==> src/rtl/gf_div_if.sv <==
// gf_div_if
//   Handshake bundle for the GF(2^m) divider.
//   slave  : the divider side (receives n/d, presents q/div_zero).
//   master : the requester side (issues n/d, takes q/div_zero).
//   Signals:
//     in_valid/in_ready   - n/d offer and acceptance
//     n, d                - numerator and denominator (M bits)
//     out_valid/out_ready - result offer and acceptance
//     q, div_zero         - quotient and "denominator was zero" flag
interface gf_div_if #(
  parameter int M = 8
);
  logic         in_valid;
  logic         in_ready;
  logic [M-1:0] n;
  logic [M-1:0] d;
  logic         out_valid;
  logic         out_ready;
  logic [M-1:0] q;
  logic         div_zero;

  modport slave (
    input  in_valid, n, d, out_ready,
    output in_ready, out_valid, q, div_zero
  );

  modport master (
    output in_valid, n, d, out_ready,
    input  in_ready, out_valid, q, div_zero
  );
endinterface

==> src/rtl/gf_div.sv <==
// gf_div
//   Sequential GF(2^M) divider: q = n * d^(2^M - 2), with the inverse formed by
//   square-and-multiply on a single MSB-first bit-serial multiplier.
//   Fixed latency of (2M-1)*M cycles from the accept edge to out_valid.
//   Ports:
//     clk   - clock, all state updates on the rising edge
//     reset - asynchronous, active-high
//     bus   - gf_div_if slave modport (n/d in, q/div_zero out, valid/ready both sides)
//   Parameters:
//     M - field degree / datapath width
//     P - primitive polynomial low coefficients (x^M implied)
module gf_div #(
  parameter int           M = 8,
  parameter logic [M-1:0] P = 'h1D
) (
  input logic     clk,
  input logic     reset,
  gf_div_if.slave bus
);

  localparam int CW = $clog2(M);

  typedef enum logic [2:0] {IDLE, SQR, MUL, FIN, DONE} state_t;

  state_t         state;
  logic [M-1:0]   n_r;
  logic [M-1:0]   sq;
  logic [M-1:0]   acc;
  logic [M-1:0]   mul_a;
  logic [M-1:0]   mul_b;
  logic [M-1:0]   mul_r;
  logic [M-1:0]   q_r;
  logic [CW-1:0]  cnt;
  logic [CW-1:0]  stp;
  logic           dz_r;
  logic           dz_out;
  logic           in_ready_r;
  logic           out_valid_r;

  logic [CW-1:0]  bit_idx;
  logic [M-1:0]   mul_next;
  logic           last;

  // One step of the MSB-first multiply: shift/reduce the partial product and
  // add mul_a when the current multiplier bit is set.
  always_comb begin
    bit_idx  = CW'(M - 1) - cnt;
    mul_next = {mul_r[M-2:0], 1'b0}
             ^ (mul_r[M-1]    ? P     : '0)
             ^ (mul_b[bit_idx] ? mul_a : '0);
    last     = (cnt == CW'(M - 1));
  end

  // Control and datapath. Each of SQR/MUL/FIN runs the multiplier for M
  // cycles; on the last cycle the result is consumed combinationally and the
  // operands for the next phase are loaded. in_ready is registered so it reads
  // low throughout reset and rises one cycle after release.
  always_ff @(posedge clk or posedge reset) begin
    if (reset) begin
      state       <= IDLE;
      n_r         <= '0;
      sq          <= '0;
      acc         <= '0;
      mul_a       <= '0;
      mul_b       <= '0;
      mul_r       <= '0;
      q_r         <= '0;
      cnt         <= '0;
      stp         <= '0;
      dz_r        <= 1'b0;
      dz_out      <= 1'b0;
      in_ready_r  <= 1'b0;
      out_valid_r <= 1'b0;
    end else begin
      case (state)
        IDLE: begin
          in_ready_r <= 1'b1;
          if (bus.in_valid && in_ready_r) begin
            n_r        <= bus.n;
            sq         <= bus.d;
            acc        <= M'(1);
            dz_r       <= (bus.d == '0);
            stp        <= CW'(1);
            mul_a      <= bus.d;
            mul_b      <= bus.d;
            mul_r      <= '0;
            cnt        <= '0;
            in_ready_r <= 1'b0;
            state      <= SQR;
          end
        end

        SQR: begin
          mul_r <= mul_next;
          cnt   <= cnt + CW'(1);
          if (last) begin
            sq    <= mul_next;
            mul_a <= acc;
            mul_b <= mul_next;
            mul_r <= '0;
            cnt   <= '0;
            state <= MUL;
          end
        end

        MUL: begin
          mul_r <= mul_next;
          cnt   <= cnt + CW'(1);
          if (last) begin
            acc   <= mul_next;
            mul_r <= '0;
            cnt   <= '0;
            // After M-1 square/multiply pairs acc holds d^(2^M - 2).
            if (stp == CW'(M - 1)) begin
              mul_a <= mul_next;
              mul_b <= n_r;
              state <= FIN;
            end else begin
              stp   <= stp + CW'(1);
              mul_a <= sq;
              mul_b <= sq;
              state <= SQR;
            end
          end
        end

        FIN: begin
          mul_r <= mul_next;
          cnt   <= cnt + CW'(1);
          if (last) begin
            q_r         <= mul_next;
            dz_out      <= dz_r;
            out_valid_r <= 1'b1;
            mul_r       <= '0;
            cnt         <= '0;
            state       <= DONE;
          end
        end

        DONE: begin
          if (bus.out_ready) begin
            out_valid_r <= 1'b0;
            in_ready_r  <= 1'b1;
            state       <= IDLE;
          end
        end

        default: state <= IDLE;
      endcase
    end
  end

  assign bus.in_ready  = in_ready_r;
  assign bus.out_valid = out_valid_r;
  assign bus.q         = q_r;
  assign bus.div_zero  = dz_out;

endmodule
==> src/flat_wrapper.sv <==
// flat-port wrapper written by rule: the top's interface ports become plain ports
module gf_div_flat 
#(
  parameter int           M = 8,
  parameter logic [M-1:0] P = 'h1D
)
  (clk, reset, bus_in_valid, bus_n, bus_d, bus_out_ready, bus_in_ready, bus_out_valid, bus_q, bus_div_zero);
  gf_div_if #(.M(M)) bus_i ();
  input logic clk;
  input logic reset;
  input wire logic [$bits(bus_i.in_valid)-1:0] bus_in_valid;
  input wire logic [$bits(bus_i.n)-1:0] bus_n;
  input wire logic [$bits(bus_i.d)-1:0] bus_d;
  input wire logic [$bits(bus_i.out_ready)-1:0] bus_out_ready;
  output wire logic [$bits(bus_i.in_ready)-1:0] bus_in_ready;
  output wire logic [$bits(bus_i.out_valid)-1:0] bus_out_valid;
  output wire logic [$bits(bus_i.q)-1:0] bus_q;
  output wire logic [$bits(bus_i.div_zero)-1:0] bus_div_zero;
  assign bus_i.in_valid = bus_in_valid;
  assign bus_i.n = bus_n;
  assign bus_i.d = bus_d;
  assign bus_i.out_ready = bus_out_ready;
  assign bus_in_ready = bus_i.in_ready;
  assign bus_out_valid = bus_i.out_valid;
  assign bus_q = bus_i.q;
  assign bus_div_zero = bus_i.div_zero;
  gf_div #(.M(M), .P(P)) u_core (.clk(clk), .reset(reset), .bus(bus_i));
endmodule
==> config.mk <==
export PLATFORM = sky130hd
export DESIGN_NAME = gf_div_flat
export DESIGN_NICKNAME = d
export VERILOG_FILES = /design/src/rtl/gf_div_if.sv /design/src/rtl/gf_div.sv /design/src/flat_wrapper.sv
export SDC_FILE = /design/constraint.sdc
export NUM_CORES = 1
export LEC_CHECK = 0
export CAP_MARGIN = 0
export CORE_ASPECT_RATIO = 1.75
export CORE_MARGIN = 1
export CORE_UTILIZATION = 46
export CTS_CLUSTER_DIAMETER = 40
export DETAILED_ROUTE_END_ITERATION = 10
export DONT_BUFFER_PORTS = 1
export GPL_TIMING_DRIVEN = 0
export PLACE_DENSITY = 0.67
export SLEW_MARGIN = 0
export SYNTH_ARGS = -nofsm -noshare
export SYNTH_HDL_FRONTEND = slang
export SYNTH_SLANG_ARGS = --single-unit
==> constraint.sdc <==
create_clock -name clk -period 6.26 [get_ports clk]
set_input_delay 0.626 -clock clk [delete_from_list [all_inputs] [get_ports clk]]
set_output_delay 0.626 -clock clk [all_outputs]
set_load 0.05 [all_outputs]
* Word level (Yosys, flattened, before mapping)
Cells that the tools add are included.
** Word-level totals
- Logic and storage cells :: 90
- Flip-flop bits (word level) :: 69
** Operators by class
- Bitwise gates (word level) :: 2
- Equal/unequal tests :: 12
- Reduce and logical (&&, ||, !) cells :: 20
- Add/sub/neg operators :: 3
- Magnitude comparators :: 1
- Multiplexer cells :: 38
** Operators with widths (number)
- 2-to-1 mux 8 bit :: 11
- case mux 8 bit (2 select lines) :: 3
- case mux 8 bit (3 select lines) :: 2
- 2-to-1 mux 3 bit :: 9
- XOR 8 bit :: 2
- case mux 3 bit (5 select lines) :: 1
- case mux 3 bit (2 select lines) :: 2
- nonzero test 2 bit :: 5
- == test 3 bit (second input constant) :: 3
- AND reduction 3 bit :: 3
- logical NOT 8 bit :: 1
- inequality test 2 x 1 -> 1 bit (second input constant) :: 4
- AND reduction 2 bit :: 4
- AND reduction 4 bit :: 2
- adder 3 x 1 -> 3 bit (second input constant) :: 2
- == test 3 x 2 -> 1 bit (second input constant) :: 2
- 2-to-1 mux 1 bit :: 5
- 2-to-1 mux 5 bit :: 1
- AND reduction 5 bit :: 1
- less-than comparator 3 x 4 -> 1 bit (second input constant) :: 1
- inequality test 2 bit (second input constant) :: 2
- case mux 1 bit (2 select lines) :: 2
- binary-select mux 1 bit (select 3 bit) :: 1
- == test 3 x 1 -> 1 bit (second input constant) :: 1
- other kinds (6) :: 6

* Logic depth before layout (Yosys ltp)
- Word-level depth :: 8
- Gate-level depth with buffers :: 9

* Worst setup path after synthesis
Ideal clock, no wire load.
- Path kind :: reg-to-reg
- Start :: register u_core.cnt[0]
- End :: register u_core.mul_b[0]
- Setup time :: 0.129 ns
- Buffers on the path :: 1
- Period minus slack after synthesis :: 2.016 ns
- Setup slack :: 4.244 ns
- Arrival time :: 1.887 ns
- Stages on the path, launching flop included :: 9
- Data required time :: 6.131 ns
- Path through :: dfrtp_1 > ha_1 > ha_1 > and4bb_1 > a211o_1 > buf_2 > o211a_1 > a2bb2oi_1 > o41ai_1
** Between the ends
- Word-level cells in the longest chain between the ends :: 7
- Elaborated cells on any way between the ends :: 11
- Classes of those cells :: add/sub: 1; eq/ne: 3; mux: 5; bitwise: 1; reduce/logical: 1
** RTL lines
- start: declaration :: RTL line gf_div.sv:33 : logic [CW-1:0] cnt;
- start signal: assignment :: RTL line gf_div.sv:95 : cnt <= cnt + CW'(1);
- start signal: assignment :: RTL line gf_div.sv:108 : cnt <= cnt + CW'(1);
- start signal: assignment :: RTL line gf_div.sv:129 : cnt <= cnt + CW'(1);
- subtractor 3 bit :: RTL line gf_div.sv:47 : bit_idx = CW'(M - 1) - cnt;
- binary-select mux 1 bit (select 3 bit) :: RTL line gf_div.sv:50 : ^ (mul_b[bit_idx] ? mul_a : '0);
- 2-to-1 mux 1 bit (not written as such) :: RTL line gf_div.sv:50
- 2-to-1 mux 8 bit :: RTL line gf_div.sv:50
- XOR 8 bit :: RTL line gf_div.sv:50
- 2-to-1 mux 8 bit :: RTL line gf_div.sv:96 : if (last) begin
- case mux 8 bit (3 select lines) :: RTL line gf_div.sv:75 : case (state)
- end signal: assignment :: RTL line gf_div.sv:85 : mul_b <= bus.d;
- end signal: assignment :: RTL line gf_div.sv:99 : mul_b <= mul_next;
- end signal: assignment :: RTL line gf_div.sv:116 : mul_b <= n_r;
- end: declaration :: RTL line gf_div.sv:30 : logic [M-1:0] mul_b;
Several ways; a longest one is shown, not always the timed one. The select of a mux whose other input is x is not followed.
A chain may end at the register's enable or synchronous reset.

* Final worst setup path
- Start :: register u_core.cnt[0]
- End :: register u_core.mul_b[5]
Same word-level chain as after synthesis.

==> flow_summary.toml <==
[yosys]
synth_cells = 414
ys_seq_elements = 69
ys_seq_area_share_pct = 45.32
synth_edf_count = 0
ys_types = 55
async_flop_share_pct = 100.0
synth-main-ff-cell = "dfrtp_1"
syn_area_per_cell_um2 = 9.203
yosysWarnings = 0
synth_nets = 438
syn-cell-area_mm2 = 0.003810

[floorplanning]
rows = 43
fp.coreArea_mm2 = 0.007963
die-area_mm2 = 0.008665
die_h_um = 122.4
start_util_pct = 47.85
pin_count = 31
die_x_um = 70.80

[global_route]
grt_first_pass_wirelength_um = 17110
antenna_found_initial = 0
grt_pass1_vias = 3326
track_usage_pct = 26.78
grt_max_degree = 70
grt-ovfl-total = 0

[timing]
min_period_ns = 2.312
tightest_slew_ns = 0.8577
skew_ns = 0.005374
fin_tns_setup_ns = 0
setup_viol_count_final = 0
maxSlewViolCount = 0
min_period_over_period_pct = 36.94
max_freq_mhz = 432.5
hold_viol = 0
slew_headroom_pct = 42.82
rsz0062_at_grt = "no"

[worst_setup_path]
crit_path_end_kind = "flip-flop"
reg2reg_depth = 8
crit_path_max_fanout = 10
ff2ff_setup_slack_ns = 3.95
cp.required_ns = 6.46
critPathKind = "reg -> reg"
critPathLaunchType = "flip-flop"
cp_data_arrival_time_ns = 2.51

[place]
port_buffers = 0
hpwl_um = 7635
gp_congestion = 0.9192

[clock_network]
cts_buffer_depth = 2
post_cts_resize_count = 0
cts_tree = "built"
post-cts-setup-buffers = 0
root_buffer = "clkbuf_16"
insertion_delay_ns = 0.33
htree_levels = 3
cts.clk_slew.worst_paths_ns = 0.06
cts_hold_buf = 0
numCtsBuffers = 9
clock-sinks = 69

[power]
leakagePower_nw = 1.879
powerDensity_mw_per_mm2 = 639.5
ir_worst_vdd_mv = 0.3184

[detailed_routing]
drtPass1Iterations = 5
drc_errors = 0
drt_iter0_drc = 136
num_vias = 3286
via_per_inst = 6.319
antenna_left = 0
avgRoutedWirePerCell_um = 21.04
routed_wl_um = 10940

[finish]
drive_above_1_share_pct = 10.70
final_util_pct = 53.68
syn2layout_area_growth_pct = 12.18
final_cell_mix = "nand2_1 (76), dfrtp_1 (69), o21ai_0 (34)"
layout_commonest_cell = "nand2_1"
n_antenna_cell = 0
fillers = 741
fin_nets = 449

[min_path]
hold_class = "in -> async"

[job]
cap_violations = 0

[run_status]
status = "finished clean"
## final timing paths
path                               start              end
max reg2reg                u_core.cnt[0]  u_core.mul_b[5]
min                                reset  u_core.bus.q[6]
max                        u_core.cnt[0]  u_core.mul_b[5]
min in group clk                bus_n[5]    u_core.n_r[5]
max in group asynchronous          reset    u_core.acc[6]
min reg2reg                u_core.n_r[5]    u_core.n_r[5]
## layout make-up
class | count | area [µm²] | share of cell area [%]
buffer | 30 | 160.2 | 3.747
tap | 90 | 112.6 | 2.635
clock buffer | 10 | 239.0 | 5.591
multi-input combinational | 313 | 1916 | 44.82
sequential | 69 | 1727 | 40.40
clock inverter | 6 | 110.1 | 2.576
inverter | 2 | 10.01 | 0.2342
## metal layers
metal	global-route usage, %	wire, µm	vias to the layer above
li1	-	-	1543
met1	29.70	4293	1595
met2	46.45	5640	113
met3	5.993	458	35
met4	16.13	546	0
met5	0	0	-
## worst max-delay path: stages (launching register included)
cell and delay [ns]:
dfrtp_1 0.45, ha_1 0.23, ha_1 0.23, and4bb_1 0.24
a211o_1 0.32, buf_2 0.20, nor2_1 0.19, a2bb2oi_1 0.22
o41ai_1 0.11
## logic make-up (layout without fill, tap and decap cells)
family	count (synthesis)	after routing	share of synthesized area (%)
xor gates and xnor gates	11	11	2.529
and+or+nand+nor	164	164	21.71
AOI/OAI and AO/OA	128	128	22.99
DFF	69	69	45.32
adders and majority gates	4	4	1.314
muxes	6	6	1.740
buffers and inverters	32	48	4.401
## sequential cells by signal (all words and copies together), names as in the netlist
name / cells
u_core.acc: 8
u_core.bus.q: 8
u_core.mul_a: 8
u_core.mul_b: 8
u_core.mul_r: 8
u_core.n_r: 8
u_core.sq: 8
u_core.cnt: 3
u_core.state: 3
u_core.stp: 3
u_core.bus.div_zero: 1
u_core.bus.in_ready: 1
u_core.bus.out_valid: 1
u_core.dz_r: 1
## synthesized netlist by cell type (3+ instances only)
cell       count  area [µm²]
a21oi_1       19       95.09
a22o_1         3       26.28
a22oi_1        5       37.54
a2bb2oi_1      6       52.55
a31oi_1       19       118.9
buf_2         11       55.05
buf_4          7       52.55
clkbuf_1      10       37.54
dfrtp_1       69        1727
ha_1           4       50.05
mux2i_1        4       40.04
nand2_1       76       285.3
nand2b_1       4       25.02
nand3_1        9       45.04
nand3_2        3       30.03
nand3b_1      10       75.07
nand4_1        8       50.05
nor2_1        24       90.09
nor2b_1        9       56.30
nor3_1         6       30.03
o211a_1       10       100.1
o21ai_0       34       170.2
o21ai_1        6       30.03
o221ai_1       3       26.28
o22ai_1        5       31.28
o41ai_1        5       43.79
xnor2_1        4       35.03
xor2_1         7       61.31
## stage by stage
stage / power [mW] / worst slack, ns / hold WS, ns / instances / cell area, µm²
after global placement: 2.080 / 3.155 / 0.4568 / 504 / 3923
after global routing: 2.894 / 3.811 / 0.3935 / 520 / 4274
after CTS: 2.723 / 3.956 / 0.3719 / 520 / 4274
after floorplan: 1.742 / 3.894 / 0.4415 / 414 / 3810
after detailed placement: 2.110 / 4.016 / 0.4655 / 504 / 3925
final: 2.733 / 3.948 / 0.3451 / 520 / 4274
## power breakdown
| group | leakage [nW] | total [mW] | internal, mW | switching [mW] |
|---|---|---|---|---|
| Sequential | 0.837 | 0.906 | 0.645 | 0.261 |
| Clock | 0.165 | 0.593 | 0.399 | 0.194 |
| Combinational | 0.877 | 1.23 | 0.448 | 0.786 |
Power figures use the tool's default switching activity.
